### config.mk
export PLATFORM = sky130hd
export DESIGN_NAME = difftest_step_batcher
export DESIGN_NICKNAME = d
export VERILOG_FILES = /design/src/rtl/difftest_step_batcher.sv
export SDC_FILE = /design/constraint.sdc
export NUM_CORES = 1
export LEC_CHECK = 0
export CAP_MARGIN = 20
export CORE_ASPECT_RATIO = 1.4
export CORE_MARGIN = 4
export CORE_UTILIZATION = 50
export CTS_CLUSTER_DIAMETER = 100
export DETAILED_ROUTE_END_ITERATION = 6
export PLACE_DENSITY = 0.79
export SYNTH_ARGS = -nofsm -noshare
export SYNTH_HDL_FRONTEND = slang
export SYNTH_SLANG_ARGS = --single-unit
### constraint.sdc
create_clock -name clock -period 4.9 [get_ports clock]
set_input_delay 0.735 -clock clock [delete_from_list [all_inputs] [get_ports clock]]
set_output_delay 0.735 -clock clock [all_outputs]
set_load 0.02 [all_outputs]
### src/rtl/difftest_step_batcher.sv
// Batches per-cycle commit counts into step pulses for the difftest endpoint and drains them before exposing the exit code.
// Optional DIFFTEST_STEP_BATCH_STATS_EN adds saturating counters stat_batches / stat_timeouts.
module difftest_step_batcher #(
    parameter int STEP_W  = 8,
    parameter int CNT_W   = 4,
    parameter int BATCH   = 16,
    parameter int TIMEOUT = 64
) (
    input  logic              clock,
    input  logic              reset,
    input  logic              in_commit_valid,
    input  logic [CNT_W-1:0]  in_commit_cnt,
    input  logic [63:0]       in_exit,
    output logic [STEP_W-1:0] difftest_step,
    output logic [63:0]       difftest_exit
`ifdef DIFFTEST_STEP_BATCH_STATS_EN
    ,
    output logic [31:0]       stat_batches,
    output logic [31:0]       stat_timeouts
`endif
);

    localparam int IDLE_W = $clog2(TIMEOUT + 1);
    localparam logic [IDLE_W-1:0] IDLE_LAST    = IDLE_W'(TIMEOUT - 1);
    localparam logic [STEP_W+1:0] BATCH_V      = (STEP_W + 2)'(BATCH);
    localparam logic [STEP_W:0]   STEP_MAX_ACC = {1'b0, {STEP_W{1'b1}}};

    typedef enum logic [1:0] {
        ST_RUN    = 2'd0,
        ST_FLUSH  = 2'd1,
        ST_EXITED = 2'd2
    } state_t;

    state_t              state_q, state_d;
    logic [STEP_W:0]     acc_q, acc_d;
    logic [IDLE_W-1:0]   idle_q, idle_d;
    logic [63:0]         exit_q, exit_d;
    logic [STEP_W-1:0]   step_q, step_d;
    logic [63:0]         exit_out_q, exit_out_d;

    logic [STEP_W+1:0]   commit_add;
    logic [STEP_W+1:0]   sum;
    logic [STEP_W:0]     emit_full;
    logic                emit;
    logic                timeout_emit;
    logic                batch_hit;
    logic                timeout_hit;
    logic [STEP_W:0]     acc_after;

    assign commit_add = in_commit_valid ? (STEP_W + 2)'(in_commit_cnt) : '0;
    assign sum        = {1'b0, acc_q} + commit_add;
    // Saturate the pulse at the step width; whatever exceeds it stays in acc.
    assign emit_full  = (sum > {1'b0, STEP_MAX_ACC}) ? STEP_MAX_ACC : sum[STEP_W:0];

    always_comb begin
        state_d      = state_q;
        acc_d        = acc_q;
        idle_d       = idle_q;
        step_d       = '0;
        exit_out_d   = exit_out_q;
        emit         = 1'b0;
        timeout_emit = 1'b0;
        batch_hit    = 1'b0;
        timeout_hit  = 1'b0;
        acc_after    = sum[STEP_W:0];
        exit_d       = ((exit_q == 64'd0) && (in_exit != 64'd0)) ? in_exit : exit_q;

        unique case (state_q)
            ST_RUN: begin
                batch_hit   = (sum >= BATCH_V);
                timeout_hit = !in_commit_valid && (idle_q == IDLE_LAST) && (sum != '0);
                if (batch_hit || timeout_hit) begin
                    emit         = 1'b1;
                    timeout_emit = !batch_hit;
                    idle_d       = '0;
                end else if (in_commit_valid || (acc_q == '0)) begin
                    idle_d = '0;
                end else begin
                    idle_d = idle_q + 1'b1;
                end
                if (emit) begin
                    acc_after = sum[STEP_W:0] - emit_full;
                end
                acc_d = acc_after;
                if ((exit_q != 64'd0) || (in_exit != 64'd0)) begin
                    state_d = ST_FLUSH;
                end
            end
            ST_FLUSH: begin
                emit   = (sum != '0);
                idle_d = '0;
                if (emit) begin
                    acc_after = sum[STEP_W:0] - emit_full;
                end
                acc_d = acc_after;
                if (acc_after == '0) begin
                    state_d = ST_EXITED;
                end
                // Nothing left to drain: the exit code can go out on this edge.
                if (sum == '0) begin
                    exit_out_d = exit_q;
                end
            end
            ST_EXITED: begin
                exit_out_d = exit_q;
            end
            default: begin
                state_d = ST_RUN;
            end
        endcase

        if (emit) begin
            step_d = emit_full[STEP_W-1:0];
        end
    end

    always_ff @(posedge clock) begin
        if (reset) begin
            state_q    <= ST_RUN;
            acc_q      <= '0;
            idle_q     <= '0;
            exit_q     <= '0;
            step_q     <= '0;
            exit_out_q <= '0;
        end else begin
            state_q    <= state_d;
            acc_q      <= acc_d;
            idle_q     <= idle_d;
            exit_q     <= exit_d;
            step_q     <= step_d;
            exit_out_q <= exit_out_d;
        end
    end

    assign difftest_step = step_q;
    assign difftest_exit = exit_out_q;

`ifdef DIFFTEST_STEP_BATCH_STATS_EN
    logic [31:0] batches_q, batches_d;
    logic [31:0] timeouts_q, timeouts_d;

    always_comb begin
        batches_d  = batches_q;
        timeouts_d = timeouts_q;
        if (emit && (batches_q != 32'hFFFF_FFFF)) begin
            batches_d = batches_q + 32'd1;
        end
        if (timeout_emit && (timeouts_q != 32'hFFFF_FFFF)) begin
            timeouts_d = timeouts_q + 32'd1;
        end
    end

    always_ff @(posedge clock) begin
        if (reset) begin
            batches_q  <= '0;
            timeouts_q <= '0;
        end else begin
            batches_q  <= batches_d;
            timeouts_q <= timeouts_d;
        end
    end

    assign stat_batches  = batches_q;
    assign stat_timeouts = timeouts_q;
`endif

endmodule

# [Word level (Yosys, flattened, before mapping)]
# Index checks and enable logic that the tools add are counted.
[word_totals] regBits=154 in_bits=71 output_inout_bits=72
[op_classes] n_addsub=3 order_cmp=2 eq_ne=6 n_mux=17 n_bitwise=2 n_reduce_logical=20
[ops] operator="case mux 64 bit (2 select lines)" n=1
[ops] operator="nonzero test 64 bit" n=2
[ops] operator="logical NOT 64 bit" n=1
[ops] operator="2-to-1 mux 64 bit" n=1
[ops] operator="2-to-1 mux 9 bit" n=4
[ops] operator="logical NOT 9 bit" n=2
[ops] operator="case mux 9 bit (2 select lines)" n=1
[ops] operator="2-to-1 mux 7 bit" n=2
[ops] operator="case mux 7 bit (2 select lines)" n=1
[ops] operator="adder 9 x 4 -> 10 bit" n=1
[ops] operator=">= comparator 10 x 5 -> 1 bit (second input constant)" n=1
[ops] operator="greater-than comparator 10 x 8 -> 1 bit (second input constant)" n=1
[ops] operator="logical NOT 10 bit" n=1
[ops] operator="nonzero test 10 bit" n=1
[ops] operator="subtractor 9 bit" n=1
[ops] operator="adder 7 x 1 -> 7 bit (second input constant)" n=1
[ops] operator="equality test 7 x 6 -> 1 bit (second input constant)" n=1
[ops] operator="!= test 2 bit (second input constant)" n=3
[ops] operator="case mux 2 bit (3 select lines)" n=1
[ops] operator="2-to-1 mux 2 bit" n=2
[ops] operator="2-to-1 mux 4 bit" n=1
[ops] operator="nonzero test 2 bit" n=2
[ops] operator="logical AND 1 bit" n=3
[ops] operator="logical OR 1 bit" n=3
[ops] operator="10 further kinds" n=12

# [Depth between registers and ports, before layout]
# Gate-level depths: netlist of the first run.
[depth] word_depth=10 depth_mapped=14

# [Least setup slack after synthesis of the first run]
# No wires, ideal clock.
[synth_timing] kind="input to register" from="input in_commit_cnt[0]" to="register state_q[1]" setup_time_ns=0.083 arrival_time_ns=3.658 required_ns=4.817 setup_slack_ns=1.160 stages=13 n_path_buf=0 path_cell_list="and2_1 > ha_1 > fa_1 > a211oi_4 > nor3_1 > a2bb2oi_2 > nand2_1 > ha_1 > inv_1 > a21o_1 > a21boi_0 > or4_1 > o221ai_1"
[synth_via] elab_chain_cells=10 word_cells_on_any_way=11 classes_between="2 x add/sub; 1 x order compare; 1 x eq/ne; 4 x mux; 3 x reduce/logical"
[synth_lines] item="start, declared" line_no="12" text="input logic [CNT_W-1:0] in_commit_cnt,"
[synth_lines] item="2-to-1 mux 4 bit *" line_no="50" text="assign commit_add = in_commit_valid ? (STEP_W + 2)'(in_commit_cnt) : '0;"
[synth_lines] item="adder 9 x 4 -> 10 bit *" line_no="51" text="assign sum = {1'b0, acc_q} + commit_add;"
[synth_lines] item="greater-than comparator 10 x 8 -> 1 bit" line_no="53" text="assign emit_full = (sum > {1'b0, STEP_MAX_ACC}) ? STEP_MAX_ACC : sum[STEP_W:0];"
[synth_lines] item="2-to-1 mux 9 bit" line_no="53"
[synth_lines] item="subtractor 9 bit" line_no="93" text="acc_after = sum[STEP_W:0] - emit_full;"
[synth_lines] item="2-to-1 mux 9 bit *" line_no="92" text="if (emit) begin"
[synth_lines] item="2-to-1 mux 9 bit *" line_no="68" text="unique case (state_q)"
[synth_lines] item="logical NOT 9 bit *" line_no="96" text="if (acc_after == '0) begin"
[synth_lines] item="!= test 2 bit (no source line) *"
[synth_lines] item="AND reduction 3 bit (no source line) *"
[synth_lines] item="end signal, assigned" line_no="126" text="state_q <= state_d;"
[synth_lines] item="end, declared" line_no="34" text="state_t state_q, state_d;"
# Every way passes the cells marked *; elsewhere a longest branch is shown, timed or not. The select of a mux whose other input is x is not followed.
# A chain may end at the register's enable or synchronous reset.

# [Final worst setup path of the first run]
[layout_timing] from="input in_commit_valid" to="register state_q[1]"
[layout_via] elab_chain_cells=10 word_cells_on_any_way=11 classes_between="2 x add/sub; 1 x order compare; 1 x eq/ne; 4 x mux; 3 x reduce/logical"
[layout_lines] item="start, declared" line_no="11" text="input logic in_commit_valid,"
[layout_lines] item="2-to-1 mux 4 bit *" line_no="50"
[layout_lines] item="adder 9 x 4 -> 10 bit *" line_no="51"
[layout_lines] item="greater-than comparator 10 x 8 -> 1 bit" line_no="53"
[layout_lines] item="2-to-1 mux 9 bit" line_no="53"
[layout_lines] item="subtractor 9 bit" line_no="93"
[layout_lines] item="2-to-1 mux 9 bit *" line_no="92"
[layout_lines] item="2-to-1 mux 9 bit *" line_no="68"
[layout_lines] item="logical NOT 9 bit *" line_no="96"
[layout_lines] item="!= test 2 bit (no source line) *"
[layout_lines] item="AND reduction 3 bit (no source line) *"
# Marked as above.

==> results.cfg, run 1 <==
[logic_synthesis]
synthTopCellsByArea = dfxtp_1 (49%), a21oi_1 (12%), nand2_1 (8.5%)
synth_edf_count = 0
synth_fp_nets = 842
ys_async_sr_fraction_pct = 0
synthFlopType = dfxtp_1
synth_top_area_share_pct = 48.57
synth_top_area_cell = dfxtp_1
synth_warnings = 0
yosysSeqAreaShare_pct = 48.57
netlist_area_sq_um = 6347
netlist_instances = 764
ys_seq_elements = 154
yosysUniqueCellTypes = 68
avgSynthCellArea_sq_um = 8.308

[global_route]
grt_pass1_vias = 6398
grt_overflow_total = 0
grt_pass1_wl_mm = 32.06
antenna_found_initial = 0
grt.total_usage_pct = 28.42
grt_max_degree = 99

[status]
status = finished clean

[routing]
drt_iter0_drc = 409
wl_per_cell_um = 19.51
antenna_left = 0
via_per_inst = 5.904
drc_errors = 0
dr.pass1.iters = 6
vias = 6217
drt-total-wl_mm = 20.54

[final_layout]
diodes = 0
area_growth_pct = 32.70
final_common_cell = dfxtp_1
fillers = 986
final_cell_mix = dfxtp_1 (154), a21oi_1 (151), nand2_1 (143)
nets = 968
drive_gt1_share_pct = 7.198

[setup_path]
worstSetupStartpointType = primary input
slowest_stage = fa_1
reg2reg_to = state_q[1]
crit_chain = clkdlybuf4s50_1 -> and2_1 -> ha_1 -> fa_1 -> a21oi_1 -> nor4_2 -> buf_4 -> a2bb2oi_2 -> nand2_1 -> ha_1 -> nand3_1 -> nor4_1 -> a2111o_1 -> or4_1 -> o221ai_1
path_max_fanout = 8
rr_worst_depth = 13
slowest_delay_ns = 0.54
required_ns = 5.23
reg2reg_setup_slack_ns = 1.23
critPathMostFrequentCell = ha_1
reg2reg_from = acc_q[0]
worstSetupPathType = in -> reg
crit_arrival_ns = 4.68
end_kind = flop

[sta]
slew_viol_final = 0
hold_violations = 0
rsz0062_at_grt = no
finClkSkew_ns = 0.01243
hold-worst-slack_ns = 0.4482
setup_violations = 0
max_freq_mhz = 230.2
finalCriticalPeriod_ns = 4.344
tightest_slew_ns = 0.9450
maxSlewHeadroom_pct = 37.00
setup_tns_ns = 0
post-route-period-util_pct = 88.65

[floorplan]
core_area_sq_um = 12370
initial_core_util_pct = 51.30
die_h_um = 141.3
die_area_sq_um = 14590
row_count = 48
fp.dieW_um = 103.2
pin_count = 143

[placed_design]
dpl.hpwl_mm = 15.03
numPortBuffers = 142
gp_congestion = 0.9642

[worst_hold_path]
hp-start = difftest_exit[0]
holdPathEnd = difftest_exit[0]
min_path_cells = 2
hold_class = reg -> reg

[clock_tree]
cts_resized = 0
clock-sinks = 154
holdBufCountCts = 0
cts_made_buffers = 17
clk_pin_slew_ns = 0.06
cts_tree = built
h-tree-depth = 4
clk_latency_ns = 0.42
cts.root.buffer_cell = clkbuf_16
post_cts_buffers = 0
clockBufferDepth = 2

[power_and_ir_drop]
p_per_area_nw_per_um2 = 461.4
p_leak_uw = 0.002946
ir_worst_vdd_v = 0.0002787

[job]
maxCapViolCount = 0
## cell families after synthesis
logic type	count (synthesis)	share of synthesized area [%]
fa+ha+maj	7	1.498
compound gates	215	20.76
flops	154	48.57
buf+inv	55	4.356
simple gates	326	23.67
xor+xnor	5	0.8082
mux	2	0.3351
## report_power, final
part / internal [uW] / switching [uW]
clock: 769 / 525
sequential: 1360 / 103
combinational: 415 / 712
## flip-flops by register name, indices dropped and copies added (netlist names)
register / flops
difftest_step: 8
exit_q: 64
acc_q: 9
difftest_exit: 64
state_q: 2
idle_q: 7
## how the worst max path moves through the flow
stage	cells after the start	end	slack, ns	start
after floorplan	13	state_q[1]	1.16	in_commit_cnt[0]
after global placement	15	state_q[1]	0.33	in_commit_valid
after detailed placement	15	acc_q[8]	0.18	in_commit_valid
after CTS	14	state_q[1]	0.60	in_commit_valid
after global routing	15	state_q[1]	0.19	in_commit_valid
final	15	state_q[1]	0.56	in_commit_valid
## layer usage
layer	GRT usage [%]	part of all wire, %	vias up
met3	6.837	5.8	71
met1	29.38	36	2929
met4	14.32	4.6	0
li1	-	-	2946
met5	0	0	-
met2	51.84	54	271
## cell usage after synthesis, types with 3 or more instances
master / number
a211o_1: 3
a211oi_1: 3
a21oi_1: 151
a22o_1: 4
a31oi_1: 5
and2_1: 7
and3_1: 4
buf_2: 5
buf_6: 8
clkbuf_1: 34
dfxtp_1: 154
ha_1: 6
inv_1: 7
nand2_1: 143
nand2b_1: 9
nand3_1: 10
nand4_1: 10
nor2_1: 79
nor2b_1: 4
nor3_1: 6
nor4_1: 37
o21a_1: 4
o21ai_0: 8
o22ai_1: 3
or2_2: 3
or3_1: 3
xnor2_1: 4
## critical path: cells and delay by family
| family | cells | cell delay, ns |
|---|---|---|
| AOI/OAI and AO/OA | 4 | 1.16 |
| and+or+nand+nor | 6 | 1.06 |
| adders and majority gates | 3 | 1.06 |
| buffers and inverters | 2 | 0.66 |
## final cells by class
type                       count  area, sq um  area share [%]
clock buffer                  20        446.7           5.303
clock inverter                12        141.4           1.679
inverter                       7        26.28          0.3119
multi-input combinational    555         2997           35.58
sequential                   154         3083           36.60
tap                          150        187.7           2.228
timing repair buffer         155         1541           18.30
## through the flow
step	area, sq um	power [uW]	setup WS, ns	utilization [%]	cells
global placement	7835	2572	0.3252	63.33	1021
global route	8423	4054	0.1928	68.08	1053
floorplan	6347	2212	1.160	-	764
finish	8423	3887	0.5561	68.08	1053
detailed placement	7835	2594	0.1764	63.33	1021
CTS	8423	3885	0.6032	68.08	1053
Power figures use the tool's default switching activity.
==> run 2: changes to the inputs <==
ABC_CLOCK_PERIOD_IN_PS = 4900   (was default)
CTS_BUF_LIST = sky130_fd_sc_hd__clkbuf_16   (was default)
==> run 2 against run 1 <==
Setup slack improved by 0.0051 ns. Sequential cell count is the same. Global-route usage barely moved. Clock power barely moved. Die area is the same. Clock-buffer cell count fell by 3. Critical path depth increased by 1. Combinational power barely moved. Sequential share of layout area barely moved. Non-clock buffer count did not move. Hold slack got worse by 0.00069 ns. First-iteration DRC count shrank 6.1%. Largest cell class unchanged. Largest power group unchanged.
==> results.cfg, run 2 (same netlist as run 1, synthesis figures left out) <==
[routing]
vias = 6263
via_per_inst = 5.948
antenna_left = 0
drt-total-wl_mm = 20.56
dr.pass1.iters = 6
wl_per_cell_um = 19.52
drt_iter0_drc = 384
drc_errors = 0

[floorplan]
initial_core_util_pct = 51.30
core_area_sq_um = 12370
die_h_um = 141.3
die_area_sq_um = 14590
pin_count = 143
fp.dieW_um = 103.2
row_count = 48

[power_and_ir_drop]
clkPwrFrac_pct = 32.9
p_per_area_nw_per_um2 = 459.2
power.internal_uw = 2527
p_seq_share_pct = 38.0
p_leak_uw = 0.002949
net-switching-power_uw = 1336
p_comb_share_pct = 29.1
swShare_pct = 34.59
ir_worst_vdd_v = 0.0002786
power_uw = 3864

[worst_hold_path]
hold_class = reg -> reg
min_path_cells = 2

[final_layout]
area_growth_pct = 32.54
final_util_pct = 68.00
nets = 968
fillers = 987
final_common_cell = dfxtp_1
drive_gt1_share_pct = 7.087
final_cell_mix = dfxtp_1 (154), a21oi_1 (151), nand2_1 (143)
diodes = 0

[setup_path]
worstSetupPathType = in -> reg
rr_worst_depth = 14
worstSetupStartpointType = primary input
crit_arrival_ns = 4.67
end_kind = flop
path_max_fanout = 8
required_ns = 5.23

[clock_tree]
cts_made_buffers = 17
cts_tree = built
clock-sinks = 154
clockBufferDepth = 2
clk_pin_slew_ns = 0.06
cts_resized = 0
clk_latency_ns = 0.41
holdBufCountCts = 0
post_cts_buffers = 0
cts.root.buffer_cell = clkbuf_16
h-tree-depth = 4

[sta]
slew_viol_final = 0
max_freq_mhz = 230.5
finClkSkew_ns = 0.01270
hold_violations = 0
setup_violations = 0
post-route-period-util_pct = 88.55
maxSlewHeadroom_pct = 35.84
finalCriticalPeriod_ns = 4.339
tightest_slew_ns = 0.9625
setup_tns_ns = 0
rsz0062_at_grt = no

[placed_design]
numPortBuffers = 142
gp_congestion = 0.9642
dpl.hpwl_mm = 15.03

[global_route]
grt.total_usage_pct = 28.40
grt_pass1_vias = 6398
grt_pass1_wl_mm = 32.06
grt_overflow_total = 0
grt_max_degree = 99
antenna_found_initial = 0

[status]
status = finished clean

[job]
maxCapViolCount = 0
[run 2: worst max-delay path: stages]
cell and delay (ns):
clkdlybuf4s50_1 0.51, and2_1 0.19, ha_1 0.24, fa_1 0.54, a21oi_1 0.22, nor4_2 0.07
buf_4 0.15, a2bb2oi_2 0.33, nand2_1 0.13, ha_1 0.28, inv_1 0.16, nand2_1 0.10
o22ai_1 0.15, a21boi_0 0.12, or4_1 0.55, o221ai_1 0.19
[run 2: power by group through the flow]
stage          clock [uW]  combinational [uW]  sequential, uW
2_1_floorplan           0                 708            1500
3_3_place_gp            0                1090            1490
3_5_place_dp            0                1110            1490
4_1_cts              1280                1120            1460
5_1_grt              1340                1210            1480
6_report             1270                1120            1470
[run 2: final timing paths]
check                     endpoint              from  slack, ns
setup reg to reg        state_q[1]          acc_q[0]       1.23
hold / removal    difftest_exit[0]  difftest_exit[0]       0.45
hold reg to reg   difftest_exit[0]  difftest_exit[0]       0.45
setup / recovery        state_q[1]   in_commit_valid       0.56
[run 2: metal layers]
layer | global-route usage, % | vias up | routed length, um
li1 | - | 2949 | -
met1 | 29.41 | 2966 | 7228
met2 | 51.84 | 277 | 11120
met3 | 6.690 | 71 | 1283
met4 | 14.32 | 0 | 928
met5 | 0 | - | 0
[run 2: stage by stage]
stage / setup WS, ns / area (sq um) / std cells / hold slack, ns
4_1_cts: 0.6016 / 8413 / 1053 / 0.4504
2_1_floorplan: 1.160 / 6347 / 764 / 0.4431
3_3_place_gp: 0.3252 / 7835 / 1021 / 0.4383
6_report: 0.5612 / 8413 / 1053 / 0.4475
3_5_place_dp: 0.1764 / 7835 / 1021 / 0.4420
5_1_grt: 0.1912 / 8413 / 1053 / 0.4613
[run 2: area by class of cell]
cell class	count	area, sq um	share of cell area, %
flip-flops and latches	154	3083	36.64
multi-input cells	555	2997	35.62
repair buffers	155	1541	18.32
clock buffers	17	425.4	5.057
well taps	150	187.7	2.231
clock inverters	15	152.6	1.814
inverters	7	26.28	0.3123
==> run 3: changes to the inputs <==
CORE_UTILIZATION = 36   (was 50)
PLACE_DENSITY = default   (was 0.79)
SKIP_LAST_GASP = 1   (was default)
==> run 3 against run 2 <==
Sequential power about the same. Largest power group unchanged. Wire length down 3.2%. Sequential cell count is the same. Global-route usage is 8.2 points lower. Critical path type unchanged. Power shrank 0.94%.
==> results.cfg, run 3 (same netlist as run 1, synthesis figures left out) <==
[sta]
finClkSkew_ns = 0.01585
setup_violations = 0
rsz0062_at_grt = no
max_freq_mhz = 243.1
tightest_slew_ns = 0.8281
hold_violations = 0
final.setup.worst_slack_ns = 0.7860
setup_tns_ns = 0
post-route-period-util_pct = 83.96
slew_viol_final = 0
maxSlewHeadroom_pct = 44.79
finalCriticalPeriod_ns = 4.114

[final_layout]
nets = 965
final_cell_mix = dfxtp_1 (154), a21oi_1 (151), nand2_1 (143)
final_common_cell = dfxtp_1
fillers = 1716
multi_input_area_sq_um = 2997
drive_gt1_share_pct = 6.785
area_growth_pct = 33.79
diodes = 0
fin_cells = 1135
ff_latch_area_sq_um = 3083

[routing]
antenna_left = 0
wl_per_cell_um = 17.54
via_per_inst = 5.174
vias = 5872
dr.pass1.iters = 5
drt_iter0_drc = 361
drc_errors = 0
drt-total-wl_mm = 19.90

[floorplan]
die_h_um = 165.1
pin_count = 143
initial_core_util_pct = 36.63
core_area_sq_um = 17330
fp.dieW_um = 120.2
die_area_sq_um = 19850
row_count = 57

[global_route]
grt.total_usage_pct = 20.22
grt_max_degree = 77
antenna_found_initial = 0
grt_overflow_total = 0
grt_pass1_wl_mm = 31.74
grt_pass1_vias = 5916

[setup_path]
worstSetupStartpointType = primary input
crit_arrival_ns = 4.44
worstSetupPathType = in -> reg
end_kind = flop
slowest_stage = clkdlybuf4s50_1
path_max_fanout = 8
critPathMostFrequentCell = ha_1
slowest_delay_ns = 0.55
crit_chain = clkdlybuf4s50_1 -> and2_1 -> ha_1 -> fa_1 -> a211oi_4 -> nor3_1 -> a2bb2oi_2 -> nand2_1 -> ha_1 -> inv_1 -> nor2_1 -> a311oi_1 -> o21a_1 -> or3b_1 -> a21oi_1
required_ns = 5.23

[power_and_ir_drop]
ir_worst_vdd_v = 0.0002769
p_leak_uw = 0.002945
clkPwrFrac_pct = 33.1
p_seq_share_pct = 38.3
p_comb_share_pct = 28.6
p_per_area_nw_per_um2 = 450.7
power.internal_uw = 2520
swShare_pct = 34.16
net-switching-power_uw = 1307

[placed_design]
dpl.hpwl_mm = 14.73
dp.cells = 1104
gp_congestion = 0.9308
dp_slack_ns = 0.3747
numPortBuffers = 142

[clock_tree]
clock-sinks = 154
clk_pin_slew_ns = 0.06
cts.root.buffer_cell = clkbuf_16
cts_made_buffers = 17
post_cts_buffers = 0
holdBufCountCts = 0
cts_resized = 0
clk_latency_ns = 0.41
cts_tree = built
h-tree-depth = 4
clockBufferDepth = 2

[status]
status = finished clean

[job]
maxCapViolCount = 0

[worst_hold_path]
hold_class = reg -> reg
==> run 3: changes by cell type in the layout (fill, tap and decap cells not counted), sizes merged <==
cell / previous run / this run
buf: 14 / 11
inv: 11 / 12
clkinvlp: 5 / 1
clkinv: 4 / 6
==> run 3: path summary, 6_finish.rpt <==
| kind | endpoint | from | depth (start not counted) | slack (ns) |
|---|---|---|---|---|
| max | acc_q[8] | in_commit_valid | 15 | 0.79 |
| min | difftest_exit[63] | difftest_exit[63] | 2 | 0.45 |
| max reg2reg | acc_q[8] | acc_q[0] | 13 | 1.39 |
| min reg2reg | difftest_exit[63] | difftest_exit[63] | 2 | 0.45 |
==> run 3: area by class of cell <==
type	instances	area share (%)
clock buffer	17	5.010
clock inverter	14	1.724
inverter	7	0.3094
multi-input combinational	555	35.29
sequential	154	36.30
tap	236	3.477
timing repair buffer	152	17.89
==> run 3: power groups by stage <==
stage / sequential [uW] / combinational (uW) / clock (uW)
6_report: 1470 / 1090 / 1270
5_1_grt: 1480 / 1200 / 1350
4_1_cts: 1470 / 1100 / 1300
3_3_place_gp: 1490 / 1100 / 0
2_1_floorplan: 1500 / 708 / 0
3_5_place_dp: 1490 / 1100 / 0
==> run 3: per-stage QoR <==
stage          cell area, sq um  util, %  power [uW]  hold WS, ns
3_5_place_dp               7920    45.70        2589       0.4434
3_3_place_gp               7920    45.70        2590       0.4379
6_report                   8492    49.00        3827       0.4479
5_1_grt                    8492    49.00        4027       0.4679
2_1_floorplan              6347        -        2212       0.4431
4_1_cts                    8492    49.00        3866       0.4513
==> run 3: metal layers <==
metal / vias up / wire length, um / part of all wire, % / track usage, %
met5: - / 0 / 0 / 0
met1: 2756 / 7917 / 40 / 22.15
met4: 0 / 361 / 1.8 / 7.010
li1: 2942 / - / - / -
met2: 152 / 10590 / 53 / 37.55
met3: 22 / 1029 / 5.2 / 5.417
==> run 3: critical path: cells and delay by family <==
family                     cells  cell delay (ns)
adders and majority gates      3             0.95
and+or+nand+nor                5             1.03
AOI/OAI and AO/OA              5             1.00
buffers and inverters          2             0.72
